<file path="src/rtl/spi_arb_pkg.sv">
// Shared state encoding and owner identifiers for the SPI flash arbiter.
package spi_arb_pkg;

    typedef enum logic [1:0] {
        ST_IDLE    = 2'b00,
        ST_OWN_DSP = 2'b01,
        ST_OWN_CPU = 2'b10,
        ST_GUARD   = 2'b11
    } arb_state_t;

    localparam logic OWNER_DSP = 1'b0;
    localparam logic OWNER_CPU = 1'b1;

endpackage

</file>
<file path="src/rtl/sync_ff.sv">
// Multi-stage synchroniser that resets to 1 so an idle active-low chip select
// never looks like a request while reset is releasing.
module sync_ff #(
    parameter int STAGES = 2
) (
    input  logic clk,
    input  logic rst_n,
    input  logic d,
    output logic q
);

    logic [STAGES-1:0] sync_q;
    logic [STAGES-1:0] sync_d;

    always_comb begin
        sync_d = {sync_q[STAGES-2:0], d};
    end

    always_ff @(posedge clk or negedge rst_n) begin
        if (!rst_n) begin
            sync_q <= '1;
        end else begin
            sync_q <= sync_d;
        end
    end

    assign q = sync_q[STAGES-1];

endmodule

</file>
<file path="src/rtl/spi_flash_arbiter.sv">
// Shares one SPI flash between the DSP and CPU masters: grant on chip-select
// assertion, hold until release, then a guard gap before the next owner.
module spi_flash_arbiter
    import spi_arb_pkg::*;
#(
    parameter int SYNC_STAGES    = 2,
    parameter int GUARD_CYCLES   = 8,
    parameter int TIMEOUT_CYCLES = 2**20,
    parameter int DSP_FIRST      = 1
) (
    input  logic       sysclk,
    input  logic       reset_INV,
    input  logic       enable,
    input  logic       dsp_spi_clk,
    input  logic       dsp_spi_mosi,
    input  logic       dsp_spi_cs_INV,
    output logic       dsp_spi_miso,
    input  logic       cpu_spi_clk,
    input  logic       cpu_spi_mosi,
    input  logic       cpu_spi_cs_INV,
    output logic       cpu_spi_miso,
    output logic       spi_flash_clk,
    output logic       spi_flash_mosi,
    output logic       spi_flash_cs_INV,
    input  logic       spi_flash_miso,
    output logic       dsp_grant,
    output logic       cpu_grant,
    output logic       dsp_denied,
    output logic       cpu_denied,
    output logic [7:0] conflict_count,
    output logic       timeout_flag,
    output logic [1:0] state
);

    localparam int               HOLD_W         = $clog2(TIMEOUT_CYCLES + 1);
    localparam logic [HOLD_W-1:0] HOLD_MAX      = HOLD_W'(TIMEOUT_CYCLES);
    localparam logic [7:0]       GUARD_LOAD     = 8'(GUARD_CYCLES - 1);
    localparam logic             LAST_OWNER_RST = (DSP_FIRST != 0) ? OWNER_CPU : OWNER_DSP;

    logic dsp_cs_sync, cpu_cs_sync;
    logic dsp_req, cpu_req;

    sync_ff #(.STAGES(SYNC_STAGES)) u_dsp_sync (
        .clk(sysclk), .rst_n(reset_INV), .d(dsp_spi_cs_INV), .q(dsp_cs_sync)
    );
    sync_ff #(.STAGES(SYNC_STAGES)) u_cpu_sync (
        .clk(sysclk), .rst_n(reset_INV), .d(cpu_spi_cs_INV), .q(cpu_cs_sync)
    );

    assign dsp_req = ~dsp_cs_sync;
    assign cpu_req = ~cpu_cs_sync;

    arb_state_t        state_q, state_d;
    logic [7:0]        guard_q, guard_d;
    logic [HOLD_W-1:0] hold_q, hold_d;
    logic              last_owner_q, last_owner_d;
    logic              timeout_q, timeout_d;
    logic              dsp_grant_q, dsp_grant_d, cpu_grant_q, cpu_grant_d;
    logic              dsp_denied_q, dsp_denied_d, cpu_denied_q, cpu_denied_d;
    logic [7:0]        conflict_q, conflict_d;
    logic              denial_start;

    always_comb begin
        state_d      = state_q;
        guard_d      = guard_q;
        hold_d       = hold_q;
        last_owner_d = last_owner_q;
        case (state_q)
            ST_IDLE: begin
                hold_d = '0;
                if (enable) begin
                    // Under contention the requester that did not own last wins.
                    if (dsp_req && (!cpu_req || last_owner_q == OWNER_CPU)) begin
                        state_d = ST_OWN_DSP;
                    end else if (cpu_req) begin
                        state_d = ST_OWN_CPU;
                    end
                end
            end
            ST_OWN_DSP: begin
                if (!dsp_req || !enable) begin
                    state_d      = ST_GUARD;
                    guard_d      = GUARD_LOAD;
                    last_owner_d = OWNER_DSP;
                end else if (hold_q != HOLD_MAX) begin
                    hold_d = hold_q + 1'b1;
                end
            end
            ST_OWN_CPU: begin
                if (!cpu_req || !enable) begin
                    state_d      = ST_GUARD;
                    guard_d      = GUARD_LOAD;
                    last_owner_d = OWNER_CPU;
                end else if (hold_q != HOLD_MAX) begin
                    hold_d = hold_q + 1'b1;
                end
            end
            ST_GUARD: begin
                if (guard_q == 8'd0) begin
                    state_d = ST_IDLE;
                end else begin
                    guard_d = guard_q - 1'b1;
                end
            end
            default: state_d = ST_IDLE;
        endcase

        timeout_d    = timeout_q | (hold_d == HOLD_MAX);
        dsp_grant_d  = (state_d == ST_OWN_DSP);
        cpu_grant_d  = (state_d == ST_OWN_CPU);
        dsp_denied_d = dsp_req && (state_d == ST_OWN_CPU || state_d == ST_GUARD);
        cpu_denied_d = cpu_req && (state_d == ST_OWN_DSP || state_d == ST_GUARD);

        // Simultaneous rises of both denials count as a single conflict.
        denial_start = (dsp_denied_d && !dsp_denied_q) || (cpu_denied_d && !cpu_denied_q);
        conflict_d   = conflict_q;
        if (denial_start && conflict_q != 8'hFF) begin
            conflict_d = conflict_q + 1'b1;
        end
    end

    always_ff @(posedge sysclk or negedge reset_INV) begin
        if (!reset_INV) begin
            state_q      <= ST_IDLE;
            guard_q      <= '0;
            hold_q       <= '0;
            last_owner_q <= LAST_OWNER_RST;
            timeout_q    <= 1'b0;
            dsp_grant_q  <= 1'b0;
            cpu_grant_q  <= 1'b0;
            dsp_denied_q <= 1'b0;
            cpu_denied_q <= 1'b0;
            conflict_q   <= '0;
        end else begin
            state_q      <= state_d;
            guard_q      <= guard_d;
            hold_q       <= hold_d;
            last_owner_q <= last_owner_d;
            timeout_q    <= timeout_d;
            dsp_grant_q  <= dsp_grant_d;
            cpu_grant_q  <= cpu_grant_d;
            dsp_denied_q <= dsp_denied_d;
            cpu_denied_q <= cpu_denied_d;
            conflict_q   <= conflict_d;
        end
    end

    always_comb begin
        spi_flash_clk    = 1'b0;
        spi_flash_mosi   = 1'b0;
        spi_flash_cs_INV = 1'b1;
        dsp_spi_miso     = 1'b0;
        cpu_spi_miso     = 1'b0;
        if (dsp_grant_q) begin
            spi_flash_clk    = dsp_spi_clk;
            spi_flash_mosi   = dsp_spi_mosi;
            spi_flash_cs_INV = dsp_spi_cs_INV;
            dsp_spi_miso     = spi_flash_miso;
        end else if (cpu_grant_q) begin
            spi_flash_clk    = cpu_spi_clk;
            spi_flash_mosi   = cpu_spi_mosi;
            spi_flash_cs_INV = cpu_spi_cs_INV;
            cpu_spi_miso     = spi_flash_miso;
        end
    end

    assign dsp_grant      = dsp_grant_q;
    assign cpu_grant      = cpu_grant_q;
    assign dsp_denied     = dsp_denied_q;
    assign cpu_denied     = cpu_denied_q;
    assign conflict_count = conflict_q;
    assign timeout_flag   = timeout_q;
    assign state          = state_q;

endmodule

</file>
<file path="config.mk">
export PLATFORM = sky130hd
export DESIGN_NAME = spi_flash_arbiter
export DESIGN_NICKNAME = d
export VERILOG_FILES = /design/src/rtl/spi_arb_pkg.sv /design/src/rtl/sync_ff.sv /design/src/rtl/spi_flash_arbiter.sv
export SDC_FILE = /design/constraint.sdc
export NUM_CORES = 1
export LEC_CHECK = 0
export ABC_AREA = 1
export CAP_MARGIN = 20
export CORE_ASPECT_RATIO = 1.1
export CORE_MARGIN = 5
export CORE_UTILIZATION = 57
export CTS_CLUSTER_DIAMETER = 100
export DETAILED_ROUTE_END_ITERATION = 8
export PLACE_DENSITY_LB_ADDON = 0.25
export SLEW_MARGIN = 0
export SYNTH_ARGS = -nofsm -noshare
export SYNTH_HDL_FRONTEND = slang
export SYNTH_HIERARCHICAL = 1
export SYNTH_SLANG_ARGS = --single-unit
</file>
<file path="constraint.sdc">
create_clock -name sysclk -period 2.5 [get_ports sysclk]
set_clock_uncertainty 0.2 [all_clocks]
set_input_delay 0.375 -clock sysclk [delete_from_list [all_inputs] [get_ports sysclk]]
set_output_delay 0.375 -clock sysclk [all_outputs]
set_load 0.005 [all_outputs]
</file>
==> results.py <==
metrics = {
    "route": {
        "drt_first_iter_violations": 213,
        "wire_per_inst_um": 12.8,
        "dr.pass1.iters": 4,
        "vias": 2899,
        "drc": 0,
        "via_per_inst": 5.25,
        "antenna_left": 0,
        "wl_um": 7070,
    },
    "sta": {
        "final_max_slew_viol_count": 0,
        "finalSetupTns_ps": 0,
        "tightestPinTransition_ps": 355,
        "period_share": 0.877,
        "final-hold-violation-count": 0,
        "hold_ws_ps": 160,
        "finalCriticalPeriod_ps": 2190,
        "setup_viol": 0,
        "maxSlewHeadroom": 0.763,
        "rsz0062_at_grt": "no",
        "timing.fmax_mhz": 456,
        "setup_ws_ps": 308,
    },
    "clock_network": {
        "clk_pin_slew_ps": 90,
        "cts_made_buffers": 5,
        "h-tree-depth": 2,
        "cts.sinks": 49,
        "clockRootBuffer": "clkbuf_8",
        "cts_tree": "done",
        "clock_path_buffers": 2,
        "cts_resized": 0,
        "clk_latency_ps": 310,
    },
    "floorplan": {
        "rows": 28,
        "fp.dieW_um": 80.0,
        "ios": 30,
        "start_util": 0.577,
        "core_area_mm2": 0.00533,
        "die_h_um": 87.0,
        "dieArea_mm2": 0.00696,
    },
    "yosys": {
        "synthesis.nets": 448,
        "syn_inst": 434,
        "synth_area_per_cell_um2": 7.08,
        "yosys.area.top_type": "dfrtp_1",
        "ys_ff_latch": 49,
        "yosysWarnings": 6,
        "syn_area_mm2": 0.00307,
        "synthTopCellsByArea": "dfrtp_1 (36%), nand2_1 (17%), nand3_1 (8.3%)",
        "yosysUniqueCellTypes": 32,
        "synth_top_cell_area_share": 0.358,
        "ys_seq_area_frac": 0.401,
    },
    "pwr": {
        "max-vdd-ir-drop_mv": 0.553,
        "p_total_mw": 2.58,
        "p_leak_nw": 1.78,
        "p_per_area_mw_per_mm2": 710,
    },
    "worst_setup_path": {
        "startpoint_type": "register",
        "required_ps": 2490,
        "endpoint_kind": "register",
        "r2r_slack_ps": 310,
        "cp.arrival_ps": 2190,
        "crit_type": "register to register",
        "critPathMaxFanout": 5,
    },
    "grt": {
        "grt_use_total": 0.217,
        "grt_pass1_wl_um": 11900,
        "grt_overflow_total": 0,
        "grt_pass1_vias": 2687,
        "grt_max_degree": 50,
        "antenna_found_initial": 0,
    },
    "layout": {
        "layout-drive-gt1-share": 0.138,
        "syn_to_final_growth_pct": 18.2,
        "fillers": 469,
        "nets": 490,
        "post-route-util": 0.683,
        "diodes": 0,
    },
    "flow_run": {
        "maxCapViolCount": 0,
    },
    "placement": {
        "port_buffers": 29,
        "pre_cts_ws_ps": 53.5,
        "hpwlAfterDp_um": 5320,
        "place.gp.congestion": 0.943,
    },
    "worst_hold_path": {
        "min_path_type": "register to register",
    },
    "run_status": {
        "status": "finished clean",
    },
}
synth_stat cells:
cell	instances
ha_1	4
o21bai_1	2
o21ai_1	3
xnor2_1	3
nor3_2	4
nand4_2	1
o31ai_1	1
nand3_2	2
o22ai_1	1
dfstp_2	5
nor3_1	6
dfrtp_1	44
xor2_1	5
a31oi_1	1
inv_2	9
nand3_1	51
o21ai_2	2
buf_6	3
o21ai_0	10
nor2_4	4
nand4_1	4
nand2_1	137
or2_0	1
o22ai_4	1
nand3b_1	2
nor2_2	5
inv_1	51
nand2_4	2
nor2_1	50
a21oi_2	1
nand2_2	13
a21oi_1	6
state kept, by name, summed over array words and instances, names as in the netlist, 2 cells and up:
name	count
guard_q	8
conflict_count	8
u_cpu_sync/sync_q	2
u_dsp_sync/sync_q	2
hold_q	21
state	2
logic make-up after synthesis:
group | count (synthesis) | synth area share
adder cells (fa/ha/maj) | 4 | 0.0163
AO/OA/AOI/OAI | 28 | 0.0574
flip-flops | 49 | 0.401
XOR/XNOR | 8 | 0.0228
buffers and inverters | 63 | 0.0842
AND/OR/NAND/NOR | 282 | 0.418
final cells by class:
cell class | instances | area [µm²] | area share
clock buffer | 6 | 82.6 | 0.0227
sequential | 49 | 1230 | 0.339
clock inverter | 2 | 37.5 | 0.0103
inverter | 60 | 225 | 0.0620
timing repair buffer | 38 | 380 | 0.105
tap | 75 | 93.8 | 0.0258
multi-input combinational | 322 | 1580 | 0.435
routing by layer:
metal | vias to the layer above | GRT usage | share of wire | wire length, µm
met2 | 87 | 0.366 | 0.47 | 3340
met3 | 17 | 0.0435 | 0.051 | 363
li1 | 1450 | - | - | -
met4 | 0 | 0.0891 | 0.024 | 172
met1 | 1345 | 0.270 | 0.45 | 3190
met5 | - | 0 | 0 | 0
placed cells by master (no fill, tap or decap), types with 9 or more instances in the layout:
| master | n |
|---|---|
| nand2_2 | 13 |
| o21ai_0 | 10 |
| dfrtp_1 | 44 |
| nor2_1 | 50 |
| nand3_1 | 51 |
| inv_2 | 9 |
| clkdlybuf4s50_1 | 28 |
| nand2_1 | 137 |
| inv_1 | 51 |
critical path: stages, from the launching register on:
cell and delay [ps]:
dfrtp_1 380, inv_1 110, ha_1 190, nand2_1 60, nor3_1 220, nand3_1 220, nand2_1 100, nand2_1 100
nand2_2 110, o22ai_4 100, buf_4 160, nand3_1 60, nand2_1 70
stage by stage:
stage / cell area [µm²] / instances
finish: 3630 / 552
floorplan: 3070 / 434
global route: 3630 / 552
CTS: 3630 / 552
global placement: 3500 / 543
detailed placement: 3500 / 543
path summary, 6_finish.rpt:
check	startpoint	endpoint	cells after the start
hold / removal	u_dsp_sync/sync_q[0]$_DFF_PN1_	u_dsp_sync/sync_q[1]$_DFF_PN1_	0
setup reg to reg	guard_q[0]$_DFFE_PN0P_	conflict_count[4]$_DFFE_PN0P_	12
hold reg to reg	u_dsp_sync/sync_q[0]$_DFF_PN1_	u_dsp_sync/sync_q[1]$_DFF_PN1_	0
min in group asynchronous	reset_INV	hold_q[13]$_DFF_PN0_	3
setup / recovery	guard_q[0]$_DFFE_PN0P_	conflict_count[4]$_DFFE_PN0P_	12
max in group asynchronous	reset_INV	u_dsp_sync/sync_q[0]$_DFF_PN1_	3
power breakdown:
part / total [mW] / switching [mW] / internal [mW]
combinational: 0.868 / 0.484 / 0.384
clock: 0.599 / 0.273 / 0.326
sequential: 1.11 / 0.161 / 0.952
total: 2.58 / 0.918 / 1.66
timing repair:
action | 4_1_cts | 5_1_grt
hold buffers | 1 | 0
setup buffers | 0 | 0
hold endpoints to repair | 44 | 0
setup endpoints to repair | 0 | 0
Power figures use the tool's default switching activity.
